File: config.mk
export PLATFORM = sky130hd
export DESIGN_NAME = raster_sequencer
export DESIGN_NICKNAME = d
export VERILOG_FILES = /design/src/rtl/raster_sequencer.sv
export SDC_FILE = /design/constraint.sdc
export NUM_CORES = 1
export LEC_CHECK = 0
export CORE_MARGIN = 8
export CORE_UTILIZATION = 38
export DETAILED_ROUTE_END_ITERATION = 8
export PLACE_DENSITY = 0.73
export SYNTH_ARGS = -nofsm -noshare
export SYNTH_HDL_FRONTEND = slang
export SYNTH_SLANG_ARGS = --single-unit
File: constraint.sdc
create_clock -name clk -period 4.4 [get_ports clk]
set_input_delay 0.88 -clock clk [delete_from_list [all_inputs] [get_ports clk]]
set_output_delay 0.88 -clock clk [all_outputs]
set_load 0.02 [all_outputs]
File: src/rtl/raster_sequencer.sv
`default_nettype none
// ============================================================================
//  Module      : raster_sequencer
//  Description : Sequences one triangle draw from the register file. It walks
//                the screen-clipped bounding box row-major, one pixel per
//                handshake, and updates the CSR through single-bit writes.
//  Revision    : 1.0 - initial release
// ============================================================================
module raster_sequencer #(
    parameter int SCREEN_W = 640,
    parameter int SCREEN_H = 480,
    parameter int COORD_W  = 16
) (
    input  logic               clk,
    input  logic               reset,
    input  logic [63:0]        vertex_a_in,
    input  logic [63:0]        vertex_b_in,
    input  logic [63:0]        vertex_c_in,
    input  logic [63:0]        control_status_in,
    output logic [5:0]         csr_bit_address,
    output logic               csr_bit_load,
    output logic               csr_bit_data,
    output logic [COORD_W-1:0] pixel_x,
    output logic [COORD_W-1:0] pixel_y,
    output logic               pixel_valid,
    input  logic               pixel_ready,
    output logic               pixel_last,
    output logic               busy
);

    localparam logic [3:0] c_st_idle      = 4'd0;
    localparam logic [3:0] c_st_set_busy  = 4'd1;
    localparam logic [3:0] c_st_clr_done  = 4'd2;
    localparam logic [3:0] c_st_latch     = 4'd3;
    localparam logic [3:0] c_st_bbox      = 4'd4;
    localparam logic [3:0] c_st_scan      = 4'd5;
    localparam logic [3:0] c_st_clr_start = 4'd6;
    localparam logic [3:0] c_st_clr_abort = 4'd7;
    localparam logic [3:0] c_st_clr_busy  = 4'd8;
    localparam logic [3:0] c_st_set_done  = 4'd9;

    localparam logic [COORD_W-1:0] c_x_lim = COORD_W'(SCREEN_W - 1);
    localparam logic [COORD_W-1:0] c_y_lim = COORD_W'(SCREEN_H - 1);

    logic [3:0]         r_state;
    logic [3:0]         w_next;
    logic [COORD_W-1:0] r_ax, r_ay, r_bx, r_by, r_cx, r_cy;
    logic [COORD_W-1:0] r_xmin, r_xmax, r_ymax, r_x, r_y;
    logic [COORD_W-1:0] w_xmin, w_xmax, w_ymin, w_ymax;
    logic [COORD_W-1:0] w_xmax_clip, w_ymax_clip;
    logic               w_empty;
    logic               w_last;
    logic               w_unused;

    assign w_unused = ^{vertex_a_in[63:2*COORD_W], vertex_b_in[63:2*COORD_W],
                        vertex_c_in[63:2*COORD_W], control_status_in[63:4],
                        control_status_in[2]};

    // Unclipped extents of the latched vertices
    always_comb begin
        w_xmin = r_ax;
        w_xmax = r_ax;
        w_ymin = r_ay;
        w_ymax = r_ay;
        if (r_bx < w_xmin) w_xmin = r_bx;
        if (r_cx < w_xmin) w_xmin = r_cx;
        if (r_bx > w_xmax) w_xmax = r_bx;
        if (r_cx > w_xmax) w_xmax = r_cx;
        if (r_by < w_ymin) w_ymin = r_by;
        if (r_cy < w_ymin) w_ymin = r_cy;
        if (r_by > w_ymax) w_ymax = r_by;
        if (r_cy > w_ymax) w_ymax = r_cy;
    end

    assign w_xmax_clip = (w_xmax > c_x_lim) ? c_x_lim : w_xmax;
    assign w_ymax_clip = (w_ymax > c_y_lim) ? c_y_lim : w_ymax;
    assign w_empty     = (w_xmin > c_x_lim) || (w_ymin > c_y_lim);
    assign w_last      = (r_x == r_xmax) && (r_y == r_ymax);

    assign pixel_valid = (r_state == c_st_scan);
    assign pixel_last  = pixel_valid && w_last;
    assign pixel_x     = r_x;
    assign pixel_y     = r_y;
    assign busy        = (r_state != c_st_idle);

    always_comb begin
        w_next          = r_state;
        csr_bit_load    = 1'b0;
        csr_bit_address = 6'd0;
        csr_bit_data    = 1'b0;
        case (r_state)
            c_st_idle: begin
                if (control_status_in[0] && !control_status_in[1]) w_next = c_st_set_busy;
            end
            c_st_set_busy: begin
                csr_bit_load    = 1'b1;
                csr_bit_address = 6'd1;
                csr_bit_data    = 1'b1;
                w_next          = c_st_clr_done;
            end
            c_st_clr_done: begin
                csr_bit_load    = 1'b1;
                csr_bit_address = 6'd2;
                w_next          = c_st_latch;
            end
            c_st_latch: w_next = c_st_bbox;
            c_st_bbox:  w_next = w_empty ? c_st_clr_start : c_st_scan;
            c_st_scan: begin
                // A pixel accepted alongside ABORT still counts as delivered
                if (control_status_in[3] || (pixel_ready && w_last)) w_next = c_st_clr_start;
            end
            c_st_clr_start: begin
                csr_bit_load    = 1'b1;
                csr_bit_address = 6'd0;
                w_next          = c_st_clr_abort;
            end
            c_st_clr_abort: begin
                csr_bit_load    = 1'b1;
                csr_bit_address = 6'd3;
                w_next          = c_st_clr_busy;
            end
            c_st_clr_busy: begin
                csr_bit_load    = 1'b1;
                csr_bit_address = 6'd1;
                w_next          = c_st_set_done;
            end
            c_st_set_done: begin
                csr_bit_load    = 1'b1;
                csr_bit_address = 6'd2;
                csr_bit_data    = 1'b1;
                w_next          = c_st_idle;
            end
            default: w_next = c_st_idle;
        endcase
    end

    always_ff @(posedge clk) begin
        if (reset) begin
            r_state <= c_st_idle;
            r_ax    <= '0;
            r_ay    <= '0;
            r_bx    <= '0;
            r_by    <= '0;
            r_cx    <= '0;
            r_cy    <= '0;
            r_xmin  <= '0;
            r_xmax  <= '0;
            r_ymax  <= '0;
            r_x     <= '0;
            r_y     <= '0;
        end else begin
            r_state <= w_next;
            case (r_state)
                c_st_latch: begin
                    r_ax <= vertex_a_in[COORD_W-1:0];
                    r_ay <= vertex_a_in[2*COORD_W-1:COORD_W];
                    r_bx <= vertex_b_in[COORD_W-1:0];
                    r_by <= vertex_b_in[2*COORD_W-1:COORD_W];
                    r_cx <= vertex_c_in[COORD_W-1:0];
                    r_cy <= vertex_c_in[2*COORD_W-1:COORD_W];
                end
                c_st_bbox: begin
                    r_xmin <= w_xmin;
                    r_xmax <= w_xmax_clip;
                    r_ymax <= w_ymax_clip;
                    r_x    <= w_xmin;
                    r_y    <= w_ymin;
                end
                c_st_scan: begin
                    if (pixel_ready && !w_last) begin
                        if (r_x == r_xmax) begin
                            r_x <= r_xmin;
                            r_y <= r_y + COORD_W'(1);
                        end else begin
                            r_x <= r_x + COORD_W'(1);
                        end
                    end
                end
                default: ;
            endcase
        end
    end

endmodule
`default_nettype wire

==> out/qor_table.md, run 1 <==
| Item | This run |
| --- | --- |
| Largest fanout on the critical path | 6 |
| Finished Cell Area | 15000 µm² |
| Number of antenna violations at the first check in global routing | 0 |
| Height of the die | 189 µm |
| Max cap viols | 0 |
| Total congestion overflow after global routing | 0 |
| Sequential area share after synthesis | 0.316 |
| Worst hold path class | flip-flop to flip-flop |
| Post-DR wirelength/cell | 17.8 µm |
| Hold buffer count at CTS | 0 |
| Detailed placer's ending HPWL | 27700 µm |
| Largest family of logic cells by synthesized area | compound AO/OA/AOI/OAI gates |
| Actual slew at the worst max-slew pin | 1140 ps |
| Type of the worst setup path | flip-flop to flip-flop |
| Ratio of routed vias to standard cells | 5.55 |
| XOR/XNOR share of the synthesized area | 0.0353 |
| Source of the worst hold timing path | r_xmin[14] |
| Drt first pass iters | 5 |
| Number of routed nets with antenna violations | 0 |
| CTS sink count | 180 |
| Final core occ | 0.504 |
| Startpoint of the most critical setup path | r_ay[9] |
| First-pass GRT wire length | 59100 µm |
| RSZ-0062 raised after global routing | true |
| Number of cells traversed by the worst hold path | 2 |
| Mux share of post-synthesis cell area | 0.0428 |
| Clk slew on worst S/H paths | 80 ps |
| Number of nets in the layout | 2039 |
| # setup viols final | 0 |
| Number of flops mapped to enable cells by yosys | 0 |
| Clock tree from TritonCTS | done |
| Average cell area after synthesis | 7.71 µm² |
| Number of global-route vias before repair | 11100 |
| Layout cells sized above 1 | 0.156 |
| Arrival time reported for the critical path endpoint | 4670 ps |
| Maximum clock frequency | 231 MHz |
| Leakage | 0.00584 µW |
| Die area | 35800 µm² |
| I/O pin cnt | 302 |
| Final clock period utilization by the worst path | 0.984 |
| Worst Skew | 14.2 ps |
| Routability congestion estimate from global placement | 0.872 |
| Root cell of the clock tree | clkbuf_16 |
| Worst flop-to-flop path startpoint | r_ay[9] |
| Final worst hold slack | 456 ps |
| Number of synthesized register bits | 180 |
| Die extent in x | 189 µm |
| Startpoint type of the worst setup path | flip-flop |
| CTS max path bufs | 2 |
| Required @ worst endpoint | 4740 ps |
| Final count of hold timing violations | 0 |
| Area Overhead vs Synth | 31.1% |
| Starting Density | 0.385 |
| Area fraction in compound gates after synthesis | 0.246 |
| IO buf count | 140 |
| Placeable core area | 29600 µm² |
| Crit path capture type | flip-flop |
| Number of unique standard cell types used by synthesis | 72 |
| Power density normalized to cell area | 364 nW/µm² |
| Share of synthesized flip-flops with an asynchronous set or reset | 0 |
| Run status | complete, no violations |
| Area fraction in and, or, nand and nor cells after synthesis | 0.200 |
| Worst vdd ir | 0.348 mV |
| Detailed-route DRC error count | 0 |
| Count of synthesis-stage warnings from yosys | 0 |
| Max Transition Viols Final | 0 |
| Main synth FF type | dfxtp_1 |
| R2r worst-path depth | 18 |
| Total CTS buffers | 17 |
| Post-layout min period | 4330 ps |
| Global-route usage over all layers | 0.201 |
| # H-tree levels | 4 |
| Vias post-DR | 11600 |
| Max-Slew Margin vs Limit | 0.243 |
| Synthesized instance count | 1479 |
| Area of placed instances | 13900 µm² |
| Netlist area before placement | 11400 µm² |
| Setup slack, reg-to-reg | 70 ps |
| Detailed Route Iter0 Violations | 934 |
| Post-synthesis adder-cell area fraction | 0.105 |
| Clock Latency Late Sink | 440 ps |
| Capturing point of the worst reg2reg path | r_state[1] |
| Setup_tns | 0 ps |
| Destination of the worst hold path | r_xmin[14] |
| Cell Rows | 63 |
| Post-detailed-routing wire length | 37200 µm |
| Maximum number of pins on one net before global-route repair | 97 |
| Number of diodes | 0 |
==> cell usage after synthesis, types with 3 or more instances <==
master / n / share of area
nand3_1: 31 / 0.014
o21ai_1: 4 / 0.0018
clkbuf_1: 69 / 0.023
a21oi_1: 200 / 0.088
or3_1: 7 / 0.0038
nand4_1: 23 / 0.013
xnor2_1: 5 / 0.0038
nor2b_1: 8 / 0.0044
mux2_2: 10 / 0.0099
a221o_1: 3 / 0.0026
nand2b_1: 3 / 0.0016
buf_2: 7 / 0.0031
a211oi_1: 16 / 0.011
dfxtp_1: 180 / 0.32
ha_1: 96 / 0.11
a311oi_1: 3 / 0.0023
buf_4: 13 / 0.0086
and2_1: 3 / 0.0016
o21ai_0: 91 / 0.040
nor2_1: 72 / 0.024
o21a_1: 13 / 0.0086
a31o_2: 3 / 0.0023
xor2_1: 41 / 0.031
a31oi_1: 24 / 0.013
inv_1: 51 / 0.017
and4_1: 3 / 0.0023
and3_1: 20 / 0.011
o2111ai_1: 3 / 0.0023
a21o_1: 12 / 0.0079
nand3b_1: 6 / 0.0039
o2bb2ai_1: 9 / 0.0069
nand2_1: 266 / 0.088
or2_2: 3 / 0.0016
mux2i_1: 36 / 0.032
nor4_1: 18 / 0.0099
o211ai_1: 56 / 0.037
nor3_1: 27 / 0.012
==> critical path, stage by stage, from the launching register on <==
cell and delay [ps]:
dfxtp_1 350, inv_1 80, ha_1 300, nand4_1 140
nor4_2 280, buf_4 160, o21ai_1 100, nand3_2 130
buf_6 170, mux2i_4 290, ha_2 220, o21a_1 100
o21ai_0 70, a2111o_1 390, or2_2 350, a221o_1 390
nand3_1 140, o2111ai_1 260, a31o_2 330
==> sequential cells by signal, summed over array words and instances (netlist names) <==
name	cells
r_xmax	16
r_xmin	16
r_ymax	16
r_cy	16
r_cx	16
r_state	4
r_by	16
pixel_x	16
pixel_y	16
r_ax	16
r_ay	16
r_bx	16
==> power breakdown <==
| part | internal (µW) | switching [µW] | leakage [µW] |
|---|---|---|---|
| Clock | 818 | 703 | 0.000282 |
| Combinational | 1020 | 1170 | 0.00411 |
| Sequential | 1670 | 57.5 | 0.00145 |
| Total | 3510 | 1930 | 0.00584 |
==> cells by family after synthesis <==
| family | after synthesis |
|---|---|
| AOI/OAI and AO/OA | 463 |
| xor gates and xnor gates | 46 |
| adders and majority gates | 96 |
| buffers and inverters | 144 |
| DFF | 180 |
| muxes | 47 |
| other | 1 |
| and+or+nand+nor | 502 |
==> how the worst max path moves through the flow <==
stage | endpoint | slack (ps)
2_1_floorplan | r_ymax[1] | 6
3_3_place_gp | r_state[1] | 5
3_5_place_dp | pixel_x[14] | -90
4_1_cts | pixel_y[3] | 4
5_1_grt | pixel_x[14] | -60
6_report | r_state[1] | 70
==> layout make-up <==
class	instances	area (µm²)
fillers	2870	14700
multi-input cells	1160	7570
flip-flops and latches	180	3610
repair buffers	273	2510
well taps	390	488
clock buffers	19	453
inverters	52	195
clock inverters	12	120
==> layout by cell type (no fill, tap or decap), types with 7 or more instances in the layout <==
| cell | netlist | final |
|---|---|---|
| nand2_1 | 266 | 264 |
| a21oi_1 | 200 | 190 |
| dfxtp_1 | 180 | 174 |
| clkdlybuf4s50_1 | 0 | 139 |
| buf_4 | 13 | 121 |
| ha_1 | 96 | 87 |
| o21ai_0 | 91 | 83 |
| nor2_1 | 72 | 67 |
| o211ai_1 | 56 | 56 |
| inv_1 | 51 | 47 |
| xor2_1 | 41 | 41 |
| nand3_1 | 31 | 29 |
| nor3_1 | 27 | 24 |
| a31oi_1 | 24 | 24 |
| nand4_1 | 23 | 23 |
| and3_1 | 20 | 20 |
| mux2i_1 | 36 | 19 |
| clkbuf_16 | 0 | 18 |
| nor4_1 | 18 | 17 |
| a211oi_1 | 16 | 16 |
| mux2i_2 | 0 | 15 |
| a21o_1 | 12 | 12 |
| o21a_1 | 13 | 12 |
| o21ai_1 | 4 | 11 |
| a21oi_2 | 1 | 9 |
| mux2_2 | 10 | 9 |
| nor2b_1 | 8 | 8 |
| o2bb2ai_1 | 9 | 8 |
| ha_4 | 0 | 7 |
==> timing repair <==
item / in CTS / in global routing
pin swaps: 2 / 21
setup buffers: 1 / 6
gates resized for setup: 8 / 82
gates cloned: 1 / 2
setup endpoints to repair: 21 / 67
==> routing by layer <==
layer,share of wire,global-route usage,vias up
li1,-,-,5727
met1,0.49,0.293,5430
met2,0.43,0.299,373
met3,0.059,0.0359,38
met4,0.015,0.0514,0
met5,0,0,-
==> stage by stage <==
stage / setup slack [ps] / total power [µW] / instances
after floorplan: 6.01 / 2930 / 1482
after global placement: 5.06 / 3660 / 2045
after detailed placement: -86.7 / 3700 / 2045
after CTS: 3.72 / 5240 / 2078
after global routing: -55.9 / 5710 / 2086
final: 71.1 / 5440 / 2086
(Power assumes the default switching activity.)
==> run 2, diff against run 1 <==
--- a/config.mk
+++ b/config.mk
@@ -5,10 +5,12 @@
 export SDC_FILE = /design/constraint.sdc
 export NUM_CORES = 1
 export LEC_CHECK = 0
+export ABC_CLOCK_PERIOD_IN_PS = 4400
 export CORE_MARGIN = 8
 export CORE_UTILIZATION = 38
+export CTS_CLUSTER_SIZE = 16
 export DETAILED_ROUTE_END_ITERATION = 8
-export PLACE_DENSITY = 0.73
+export PLACE_DENSITY = 0.7
 export SYNTH_ARGS = -nofsm -noshare
 export SYNTH_HDL_FRONTEND = slang
 export SYNTH_SLANG_ARGS = --single-unit
==> out/qor_table.md, run 2 (same netlist as run 1, synthesis figures left out) <==
| Item | This run | Change |
| --- | --- | --- |
| Fillcell total | 2906 | +1.3% |
| RSZ-0062 raised after global routing | true |  |
| IO buf count | 140 | unchanged |
| Die area | 35800 µm² | unchanged |
| Vias post-DR | 11500 | -0.41% |
| Clk slew on worst S/H paths | 70 ps | about the same |
| I/O pin cnt | 302 | unchanged |
| CTS max path bufs | 2 | unchanged |
| Detailed-route DRC error count | 0 | unchanged |
| Area occupied by registers | 3610 µm² | about the same |
| Required @ worst endpoint | 4770 ps | +30 ps |
| Worst Skew | 10.5 ps | -3.72 ps |
| Area of placed instances | 13700 µm² | -1.5% |
| Detailed Route Iter0 Violations | 884 | -5.4% |
| Number of nets in the layout | 2020 | -0.93% |
| Drt first pass iters | 5 | unchanged |
| Total congestion overflow after global routing | 0 | unchanged |
| Post-layout min period | 4280 ps | -47.6 ps |
| Commonest cells after routing, fill and taps aside | nand2_1 (265), a21oi_1 (191), dfxtp_1 (176), clkdlybuf4s50_1 (139), buf_4 (107) |  |
| Max cap viols | 0 | unchanged |
| Net Sw Power | 1900 µW | -1.6% |
| Cell Count Post-Placement | 2023 | -1.1% |
| Height of the die | 189 µm | unchanged |
| Clock tree from TritonCTS | done |  |
| Most frequent standard cell in the layout excluding fill and tap cells | nand2_1 |  |
| Maximum clock frequency | 234 MHz | +1.1% |
| Post-layout instance count excluding filler cells | 2066 | -0.96% |
| Number of diodes | 0 | unchanged |
| Detailed placer's ending HPWL | 27300 µm | -1.4% |
| Root cell of the clock tree | clkbuf_16 |  |
| Total CTS buffers | 17 | unchanged |
| Slowest stage delay, CP | 380 ps | about the same |
| Number of global-route vias before repair | 11000 | -1.0% |
| Number of routed nets with antenna violations | 0 | unchanged |
| Cell Rows | 63 | unchanged |
| Arrival time reported for the critical path endpoint | 4650 ps | -20 ps |
| Starting Density | 0.385 | unchanged |
| Type of the worst setup path | flip-flop to flip-flop |  |
| Final clock period utilization by the worst path | 0.973 | -0.0108 |
| Routability congestion estimate from global placement | 0.906 | +3.9% |
| Internal | 3420 µW | -2.3% |
| Actual slew at the worst max-slew pin | 1150 ps | +17.8 ps |
| Part of the power in combinational logic | 0.396 | -0.007 |
| Max-Slew Margin vs Limit | 0.231 | -0.0119 |
| Area Overhead vs Synth | 28.8% |  |
| Area taken by multi-input logic gates | 7490 µm² | -1.0% |
| Number of antenna violations at the first check in global routing | 0 | unchanged |
| Run status | complete, no violations |  |
| Ratio of routed vias to standard cells | 5.58 | +0.55% |
| Finished Cell Area | 14700 µm² | -1.8% |
| Leakage | 0.00572 µW | -2.1% |
| Hold buffer count at CTS | 0 | unchanged |
| Cell-by-cell listing of the critical path | inv_1, ha_1, nand4_1, nor4_4, a21boi_2, or3_4, mux2i_1, ha_1, a21o_1, a21o_1, a2111oi_4, o211ai_1, buf_4, o21ai_0, o211ai_1, a31oi_1 |  |
| Clock power frac | 0.280 | about the same |
| Post-detailed-routing wire length | 36600 µm | -1.6% |
| Final Total Pwr | 5330 µW | -2.1% |
| Final worst hold slack | 462 ps | +5.36 ps |
| # H-tree levels | 4 | unchanged |
| Switching part of the total power | 0.357 | +0.00155 |
| Clock Latency Late Sink | 440 ps | about the same |
| Global-route usage over all layers | 0.196 | -0.00522 |
| Cell with the largest stage delay on the worst path | a2111oi_4 |  |
| Max Transition Viols Final | 0 | unchanged |
| Sequential share of power | 0.324 | +0.007 |
| Crit path capture type | flip-flop |  |
| # setup viols final | 0 | unchanged |
| First-pass GRT wire length | 57500 µm | -2.6% |
| Cell family with most CP delay | compound AO/OA/AOI/OAI gates |  |
| Startpoint type of the worst setup path | flip-flop |  |
| Largest fanout on the critical path | 16 | +10 |
| Layout cells sized above 1 | 0.135 | -0.0208 |
| Post-DR wirelength/cell | 17.7 µm | -0.65% |
| CTS sink count | 180 | unchanged |
| Die extent in x | 189 µm | unchanged |
| Power density normalized to cell area | 363 nW/µm² | -0.31% |
| Worst hold path class | flip-flop to flip-flop |  |
| Buffers plus inverters on the worst setup path | 2 | -1 |
| Worst vdd ir | 0.241 mV | -31% |
| Setup slack, reg-to-reg | 120 ps | +50 ps |
| Placeable core area | 29600 µm² | unchanged |
| Maximum number of pins on one net before global-route repair | 97 | unchanged |
| Final count of hold timing violations | 0 | unchanged |
==> run 2: area by class of cell <==
| class | instances | area share |
|---|---|---|
| Sequential cell | 180 | 0.246 |
| Tap cell | 390 | 0.0332 |
| Clock inverter | 10 | 0.00698 |
| Clock buffer | 20 | 0.0311 |
| Inverter | 52 | 0.0133 |
| Timing Repair Buffer | 256 | 0.160 |
| Multi-Input combinational cell | 1158 | 0.510 |
==> run 2: per-stage QoR <==
stage          setup slack [ps]  setup TNS, ps  utilization
6_report                    119              0        0.496
5_1_grt                   -87.9          -1530        0.496
4_1_cts                    22.8              0        0.482
3_5_place_dp               -143           -837        0.463
3_3_place_gp              -71.7           -194        0.463
2_1_floorplan              6.01              0            -
==> run 2: layer usage <==
metal	vias up	GRT usage	part of all wire	routed length, µm
met2	357	0.289	0.43	15600
met5	-	0	0	0
met1	5433	0.289	0.50	18300
met4	0	0.0520	0.016	591
met3	43	0.0307	0.059	2160
li1	5687	-	-	-
==> run 2: power by group through the flow <==
stage | Clock, µW | Sequential, µW | Combinational (µW)
2_1_floorplan | 0 | 1750 | 1180
3_3_place_gp | 0 | 1760 | 1800
3_5_place_dp | 0 | 1760 | 1830
4_1_cts | 1510 | 1720 | 1850
5_1_grt | 1580 | 1730 | 2270
6_report | 1490 | 1730 | 2110
==> run 2: final timing paths <==
path / start / endpoint / depth (start not counted)
max: r_ax[11] / pixel_x[13] / 16
min: r_xmin[10] / r_xmin[10] / 2
max reg2reg: r_ax[11] / pixel_x[13] / 16
min reg2reg: r_xmin[10] / r_xmin[10] / 2
==> run 2: worst register-to-register path: stages (launching register included) <==
cell and delay (ps):
dfxtp_1 340, inv_1 80, ha_1 300, nand4_1 180
nor4_4 330, a21boi_2 250, or3_4 230, mux2i_1 370
ha_1 320, a21o_1 190, a21o_1 210, a2111oi_4 380
o211ai_1 160, buf_4 210, o21ai_0 270, o211ai_1 170
a31oi_1 210
==> run 2: repair_timing <==
item,CTS,global route
endpoints found under the setup margin,34,68
gates resized for setup,4,72
cloned,0,1
pin swaps,0,14
setup buffers,0,12
==> run 3, diff against run 2 <==
--- a/config.mk
+++ b/config.mk
@@ -10,7 +10,9 @@
 export CORE_UTILIZATION = 38
 export CTS_CLUSTER_SIZE = 16
 export DETAILED_ROUTE_END_ITERATION = 8
-export PLACE_DENSITY = 0.7
+export DONT_BUFFER_PORTS = 1
+export PLACE_DENSITY = 0.56
+export SLEW_MARGIN = 20
 export SYNTH_ARGS = -nofsm -noshare
 export SYNTH_HDL_FRONTEND = slang
 export SYNTH_SLANG_ARGS = --single-unit
==> out/qor_table.md, run 3 (same netlist as run 1, synthesis figures left out) <==
| Item | This run | Change |
| --- | --- | --- |
| Area Overhead vs Synth | 15.4% |  |
| Detailed placer's ending HPWL | 27200 µm | -0.16% |
| Met1 capacity usage during global routing | 0.296 | +0.00685 |
| Run status | complete, no violations |  |
| I/O pin cnt | 302 | unchanged |
| Commonest cells after routing, fill and taps aside | nand2_1 (265), a21oi_1 (197), dfxtp_1 (177), ha_1 (94), buf_4 (83) |  |
| Cell Rows | 63 | unchanged |
| Post-layout instance count excluding filler cells | 1906 | -7.7% |
| Final count of hold timing violations | 0 | unchanged |
| Ratio of routed vias to standard cells | 5.60 | +0.48% |
| Layout cells sized above 1 | 0.135 | +0.000379 |
| Leakage | 0.00508 µW | -11% |
| Setup slack at placement | -85.6 ps | +57.0 ps |
| Largest fanout on the critical path | 28 | +12 |
| Starting Density | 0.385 | unchanged |
| Die extent in x | 189 µm | unchanged |
| Cell Count Post-Placement | 1868 | -7.7% |
| IO buf count | 0 | -100% |
| Type of the worst setup path | flip-flop to flip-flop |  |
| Worst vdd ir | 0.233 mV | -3.2% |
| Startpoint type of the worst setup path | flip-flop |  |
| Most utilized layer in the global route result | met1 |  |
| First-pass GRT wire length | 57200 µm | -0.60% |
| Number of routed nets with antenna violations | 0 | unchanged |
| Number of nets in the layout | 1858 | -8.0% |
| Worst setup margin | 184 ps | +64.9 ps |
| Max-Slew Margin vs Limit | 0.303 | +0.0716 |
| Global-route usage over all layers | 0.199 | +0.00360 |
| Post-detailed-routing wire length | 36200 µm | -0.92% |
| Slowest stage delay, CP | 370 ps | about the same |
| Arrival time reported for the critical path endpoint | 4500 ps | -150 ps |
| Clock Latency Late Sink | 460 ps | +20 ps |
| Buffers plus inverters on the worst setup path | 3 | +1 |
| CTS sink count | 180 | unchanged |
| Total congestion overflow after global routing | 0 | unchanged |
| Placeable core area | 29600 µm² | unchanged |
| Die area | 35800 µm² | unchanged |
| Number of antenna violations at the first check in global routing | 0 | unchanged |
| # setup viols final | 0 | unchanged |
| Maximum clock frequency | 237 MHz | +1.5% |
| Max Transition Viols Final | 0 | unchanged |
| Number of diodes | 0 | unchanged |
| Number of global-route vias before repair | 10100 | -8.4% |
| Worst hold path class | flip-flop to flip-flop |  |
| Total CTS buffers | 17 | unchanged |
| Cell family with most CP delay | compound AO/OA/AOI/OAI gates |  |
| Actual slew at the worst max-slew pin | 1050 ps | -107 ps |
| CTS max path bufs | 2 | unchanged |
| Root cell of the clock tree | clkbuf_16 |  |
| # H-tree levels | 4 | unchanged |
| Max cap viols | 0 | unchanged |
| Met2 track demand over resource | 0.280 | -0.00927 |
| Required @ worst endpoint | 4680 ps | -90 ps |
| Detailed Route Iter0 Violations | 669 | -24% |
| Height of the die | 189 µm | unchanged |
| Cell-by-cell listing of the critical path | inv_1, ha_1, nand4_4, nor4_4, a21boi_2, or3_4, buf_12, mux2i_4, ha_1, a21o_1, a21o_1, a2111oi_4, o211a_1, nand2_2, buf_12, o211ai_1, a31oi_1 |  |
| Global routing met3 resource utilization | 0.0522 | +0.0215 |
| Cell with the largest stage delay on the worst path | ha_1 |  |
| Crit path capture type | flip-flop |  |
| Detailed-route DRC error count | 0 | unchanged |
| Routability congestion estimate from global placement | 0.903 | -0.31% |
| Clk slew on worst S/H paths | 80 ps | about the same |
| Worst Skew | 19.3 ps | +8.80 ps |
| Final clock period utilization by the worst path | 0.958 | -0.0148 |
| Vias post-DR | 10700 | -7.3% |
| Clock tree from TritonCTS | done |  |
| Post-DR wirelength/cell | 19.0 µm | +7.4% |
| Power density normalized to cell area | 387 nW/µm² | +6.7% |
| Maximum number of pins on one net before global-route repair | 140 | +44% |
| Post-layout min period | 4220 ps | -64.9 ps |
| Drt first pass iters | 6 | +1 |
| Most frequent standard cell in the layout excluding fill and tap cells | nand2_1 |  |
run 3: final cells by class:
cell class / count / area [µm²]
clock inverters: 14 / 140
inverters: 52 / 195
multi-input cells: 1159 / 7500
fillers: 3094 / 16500
well taps: 390 / 488
repair buffers: 93 / 792
flip-flops and latches: 180 / 3610
clock buffers: 18 / 439
run 3: final timing paths:
path,from,end,slack [ps],cells after the start
worst max-delay path,r_ax[15],pixel_x[12],180,17
worst min-delay path,r_xmin[3],r_xmin[3],460,2
worst max register to register,r_ax[15],pixel_x[12],180,17
worst min register to register,r_xmin[3],r_xmin[3],460,2
run 3: per-stage QoR:
step	setup TNS (ps)	hold WS (ps)	total power [µW]	cell area, µm²	util
2_1_floorplan	0	433	2930	11400	-
3_5_place_dp	-331	443	3400	12200	0.413
5_1_grt	-185	474	5370	13200	0.444
4_1_cts	-0.667	454	4940	12900	0.434
3_3_place_gp	-63.0	439	3370	12200	0.413
6_report	0	457	5100	13200	0.444
run 3: repair_timing:
action,CTS,global route
pin swaps,0,10
setup endpoints to repair,17,68
hold buffers,0,0
setup buffers,0,5
cloned,0,1
resized for setup,10,71
run 3: worst register-to-register path, cell delays in order (launching register included):
cell,delay [ps]
dfxtp_1,330
inv_1,60
ha_1,370
nand4_4,150
nor4_4,320
a21boi_2,230
or3_4,160
buf_12,150
mux2i_4,270
ha_1,280
a21o_1,190
a21o_1,210
a2111oi_4,370
o211a_1,240
nand2_2,100
buf_12,170
o211ai_1,330
a31oi_1,130
run 3: routing by layer:
metal | routed length (µm) | part of all wire | up-vias
li1 | - | - | 5390
met1 | 18300 | 0.51 | 4988
met2 | 14700 | 0.41 | 274
met3 | 2730 | 0.075 | 27
met4 | 459 | 0.013 | 0
met5 | 0 | 0 | -
run 3: power by group:
part	switching [µW]	internal, µW	leakage [µW]
clock	758	766	0.000277
sequential	70.0	1670	0.00145
combinational	1060	772	0.00335
total	1890	3200	0.00508
